$ cat config.mk
export PLATFORM = sky130hd
export DESIGN_NAME = fir_decim_fifo
export DESIGN_NICKNAME = d
export VERILOG_FILES = /design/src/rtl/fir_decim_fifo.sv
export SDC_FILE = /design/constraint.sdc
export NUM_CORES = 1
export LEC_CHECK = 0
export ABC_AREA = 1
export BUFFER_PORTS_ARGS = -buffer_cell sky130_fd_sc_hd__buf_2
export CORE_MARGIN = 4
export CORE_UTILIZATION = 55
export DETAILED_ROUTE_END_ITERATION = 8
export PLACE_DENSITY = 0.74
export SLEW_MARGIN = 15
export SYNTH_ARGS = -nofsm -noshare
export SYNTH_HDL_FRONTEND = slang
export SYNTH_SLANG_ARGS = --single-unit
$ cat constraint.sdc
create_clock -name clk -period 4.2 [get_ports clk]
set_clock_uncertainty 0.15 [all_clocks]
set_input_delay 0.84 -clock clk [delete_from_list [all_inputs] [get_ports clk]]
set_output_delay 0.84 -clock clk [all_outputs]
set_load 0.005 [all_outputs]
$ cat src/rtl/fir_decim_fifo.sv
// fir_decim_fifo
//   Takes the FIR filter output stream and discards the start-up transient.
//   It then keeps one sample out of every DECIM valid samples and buffers the
//   kept samples in a first-word-fall-through FIFO for a consumer that may stall.
//
// Ports
//   clk        : clock, rising edge
//   reset      : synchronous, active-high reset
//   in_data    : signed FIR output sample
//   in_valid   : in_data valid this cycle (no upstream backpressure)
//   out_data   : signed FIFO head sample, 0 when the FIFO is empty
//   out_valid  : FIFO non-empty
//   out_ready  : consumer accepts out_data this cycle
//   level      : FIFO occupancy, 0..DEPTH
//   overflow   : sticky, set when a kept sample found the FIFO full
//   clear_ovf  : one-cycle pulse clearing overflow (a simultaneous drop wins)
module fir_decim_fifo #(
  parameter int DATA_WIDTH = 16,
  parameter int DECIM      = 4,
  parameter int DEPTH      = 8,
  parameter int WARMUP     = 6
) (
  input  logic                          clk,
  input  logic                          reset,
  input  logic signed [DATA_WIDTH-1:0]  in_data,
  input  logic                          in_valid,
  output logic signed [DATA_WIDTH-1:0]  out_data,
  output logic                          out_valid,
  input  logic                          out_ready,
  output logic [$clog2(DEPTH+1)-1:0]    level,
  output logic                          overflow,
  input  logic                          clear_ovf
);

  localparam int LW = $clog2(DEPTH + 1);
  localparam int AW = $clog2(DEPTH);
  localparam int WW = (WARMUP < 1) ? 1 : $clog2(WARMUP + 1);
  localparam int PW = (DECIM < 2) ? 1 : $clog2(DECIM);

  logic [WW-1:0] warm_q, warm_d;
  logic [PW-1:0] phase_q, phase_d;
  logic [AW-1:0] wr_ptr_q, wr_ptr_d;
  logic [AW-1:0] rd_ptr_q, rd_ptr_d;
  logic [LW-1:0] level_q, level_d;
  logic          ovf_q, ovf_d;

  logic [DATA_WIDTH-1:0] mem [DEPTH];

  logic warm_done;
  logic keep;
  logic pop;
  logic full;
  logic wr_en;
  logic drop;

  always_comb begin
    warm_done = (warm_q == WW'(WARMUP));
    keep      = in_valid && warm_done && (phase_q == '0);
    pop       = (level_q != '0) && out_ready;
    full      = (level_q == LW'(DEPTH));
    // A pop in the same cycle frees the slot the new sample goes into.
    wr_en     = keep && (!full || pop);
    drop      = keep && full && !pop;

    warm_d   = warm_q;
    phase_d  = phase_q;
    wr_ptr_d = wr_ptr_q;
    rd_ptr_d = rd_ptr_q;
    level_d  = level_q;
    ovf_d    = ovf_q;

    // Warm-up count stops at WARMUP, so it also acts as the "done" flag.
    if (in_valid && !warm_done) begin
      warm_d = warm_q + WW'(1);
    end
    if (in_valid && warm_done) begin
      phase_d = (phase_q == PW'(DECIM - 1)) ? '0 : phase_q + PW'(1);
    end

    if (wr_en) begin
      wr_ptr_d = wr_ptr_q + AW'(1);
    end
    if (pop) begin
      rd_ptr_d = rd_ptr_q + AW'(1);
    end

    if (wr_en && !pop) begin
      level_d = level_q + LW'(1);
    end else if (pop && !wr_en) begin
      level_d = level_q - LW'(1);
    end

    // Set has priority over clear.
    if (drop) begin
      ovf_d = 1'b1;
    end else if (clear_ovf) begin
      ovf_d = 1'b0;
    end
  end

  always_ff @(posedge clk) begin
    if (reset) begin
      warm_q   <= '0;
      phase_q  <= '0;
      wr_ptr_q <= '0;
      rd_ptr_q <= '0;
      level_q  <= '0;
      ovf_q    <= 1'b0;
    end else begin
      warm_q   <= warm_d;
      phase_q  <= phase_d;
      wr_ptr_q <= wr_ptr_d;
      rd_ptr_q <= rd_ptr_d;
      level_q  <= level_d;
      ovf_q    <= ovf_d;
    end
  end

  // Storage has no reset; the pointers and level alone define what is valid.
  // The write is gated by reset so a flushed FIFO never holds a sample
  // written in the reset cycle.
  always_ff @(posedge clk) begin
    if (wr_en && !reset) begin
      mem[wr_ptr_q] <= in_data;
    end
  end

  // Head is read combinationally so out_data shows the head entry in the
  // same cycle out_valid rises.
  always_comb begin
    out_valid = (level_q != '0);
    out_data  = out_valid ? $signed(mem[rd_ptr_q]) : '0;
    level     = level_q;
    overflow  = ovf_q;
  end

endmodule
==> reports/results.tsv <==
stage	metric	value	unit
sta	fmax	304	MHz
logic_synthesis	netlist_instances	538	
placed_design	routabilityCongestion	0.804	
floorplanning	row_count	38	
critical_path	cp_max_fo	64	
cts	h-tree-depth	4	
logic_synthesis	ys.flop_type	edfxtp_1	
logic_synthesis	synthArstFlopShare	0	%
sta	fin_ws	0.907	ns
logic_synthesis	yosysUniqueCellTypes	25	
sta	final_max_slew_viol_count	0	
route	via_per_inst	5.50	
placed_design	port_buffers	42	
sta	relSlewSlack	31.4	%
floorplanning	die_h	113	um
cts	cts_num_sinks	147	
placed_design	dpl.hpwl	7660	um
sta	hold_ws	0.309	ns
finish	regArea	0.00423	mm^2
sta	setup_violations	0	
flow_run	maxCapViolations	0	
placed_design	place_ws	1.25	ns
floorplanning	core	0.0108	mm^2
sta	fin_crit	3.29	ns
sta	finalCritPeriodShare	78.4	%
logic_synthesis	ys_top_cells_by_count	nor2_1, edfxtp_1, o21ai_0	
cts	cts_root_buf	clkbuf_8	
outcome	status	complete, no violations	
logic_synthesis	ys_warn_count	0	
critical_path	worstPathArrival	2.30	ns
critical_path	worstPathRequired	3.21	ns
sta	finalHoldViolations	0	
global_route	busiest_layer	met2	
sta	rsz0062_at_grt	false	
min_path	hp-class	reg2reg	
floorplanning	dieArea	0.0128	mm^2
global_route	grtUsageMet3	5.61	%
critical_path	path_class	reg2out	
route	drc	0	
critical_path	setup.worst_path.end_class	primary output	
cts	path_clk_slew	0.06	ns
route	wirelength	12600	um
floorplanning	ios	43	
route	dr.pass1.iters	4	
power_and_ir_drop	power	4240	uW
sta	tightestPinTransition	1.03	ns
logic_synthesis	ys_seq_elements	147	
cts	cts_tree	done	
finish	antenna_cells	0	
global_route	grt_pass1_vias	3966	
power_and_ir_drop	leakage	0.00260	uW
global_route	grt_use_met2	32.2	%
power_and_ir_drop	power.density	605	mW/mm^2
global_route	grt_max_degree	65	
cts	clk_latency	0.52	ns
route	vias	4072	
cts	cts-buffers-inserted	17	
cts	post_cts_resized	0	
logic_synthesis	yosysTopAreaCell	edfxtp_1	
global_route	antenna_found_initial	1	
floorplanning	die_x	113	um
finish	syn_to_final_growth	15.5	%
route	wl_per_cell	17.1	um
global_route	grt_overflow	0	
global_route	grt_use_total	21.0	%
logic_synthesis	netlist_top_cells_area	edfxtp_1, nor2_1, dfxtp_1	
sta	fin_tns_setup	0	ns
power_and_ir_drop	vdd_ir_drop_max	0.000404	V
logic_synthesis	syn_nets	569	
critical_path	cp-start-kind	flip-flop	
cts	post-cts-setup-buffers	0	
logic_synthesis	post-synth-top-area-fraction	63.4	%
finish	layout-drive-gt1-share	15.8	%
route	first_iter_violations	361	
finish	multi_input_area	0.00160	mm^2
logic_synthesis	ys_seq_area_share	69.6	%
logic_synthesis	synth_area	0.00607	mm^2
floorplanning	initial_core_util	56.0	%
cts	clock_path_buffers	2	
global_route	met1_usage	28.4	%
cts	postCtsHoldBufs	0	
finish	nFillCells	825	
logic_synthesis	synth_edf_count	128	
logic_synthesis	avgSynthCellArea	11.3	um^2
global_route	grt_pass1_wl	20500	um
finish	layout.nets	618	
logic_synthesis	yosysMostFrequentCell	nor2_1	
route	antenna_left	0	
==> flip-flops by register name (all words and copies together), names as in the netlist, named ones only <==
| signal | cells |
|---|---|
| mem | 128 |
| warm_q | 3 |
| wr_ptr_q | 3 |
| rd_ptr_q | 3 |
| phase_q | 2 |
| overflow | 1 |
| level | 4 |
==> worst max-delay path, stage by stage (launching register included) <==
cell,delay [ns]
dfxtp_2,0.32
inv_2,0.71
o21ai_0,0.25
nand3_1,0.11
nand2_1,0.05
nor2_1,0.15
buf_2,0.14
==> per-stage QoR <==
| stage | instances | cell area [um^2] | util, % |
|---|---|---|---|
| floorplan | 538 | 6070 | - |
| global placement | 708 | 6380 | 58.9 |
| detailed placement | 708 | 6380 | 58.9 |
| CTS | 740 | 7010 | 64.7 |
| global route | 740 | 7010 | 64.7 |
| finish | 740 | 7010 | 64.7 |
==> report_power, final <==
part | switching, uW | internal [uW] | total (uW) | leakage, uW
registers | 32.3 | 1620 | 1650 | 0.00131
logic | 657 | 348 | 1000 | 0.000994
clock network | 560 | 1030 | 1590 | 0.000303
total | 1250 | 2990 | 4240 | 0.00260
==> worst paths after layout <==
path | start | endpoint | slack, ns | cells after the start
setup reg to reg | level[0] | level[3] | 1.28 | 12
hold / removal | overflow | overflow | 0.31 | 2
setup / recovery | flip-flop | out_data[6] | 0.91 | 6
hold reg to reg | overflow | overflow | 0.31 | 2
==> cell usage in the layout, fill, tap and decap left out, types with 4 or more instances in the layout <==
cell / Yosys / layout
dfxtp_1: 19 / 18
o21ai_1: 43 / 43
nand2_1: 37 / 37
a21oi_1: 14 / 14
bufinv_16: 0 / 5
buf_4: 4 / 14
inv_1: 16 / 16
nor2_1: 161 / 161
buf_2: 8 / 42
clkbuf_16: 0 / 16
ha_1: 9 / 9
xor2_1: 4 / 4
o21ai_0: 46 / 46
nand3_1: 25 / 25
edfxtp_1: 128 / 128
==> metal layers <==
layer	part of all wire, %	vias to the layer above
met5	0.10	-
met1	43	1911
met2	47	165
li1	-	1962
met3	7.2	32
met4	2.7	2
==> cells by family after synthesis <==
kind of cell / after synthesis / synth area share [%]
AO/OA/AOI/OAI: 103 / 8.50
XOR/XNOR: 4 / 0.577
adder cells (fa/ha/maj): 10 / 2.19
buffers and inverters: 45 / 4.08
flip-flops: 147 / 69.6
AND/OR/NAND/NOR: 229 / 15.0
==> cell type report <==
class | instances | share of cell area (%)
timing repair buffer | 56 | 4.50
clock buffer | 19 | 6.01
multi-input combinational | 346 | 22.8
clock inverter | 13 | 2.94
sequential | 147 | 60.3
tap | 140 | 2.50
inverter | 19 | 1.02
Power figures use the tool's default switching activity.
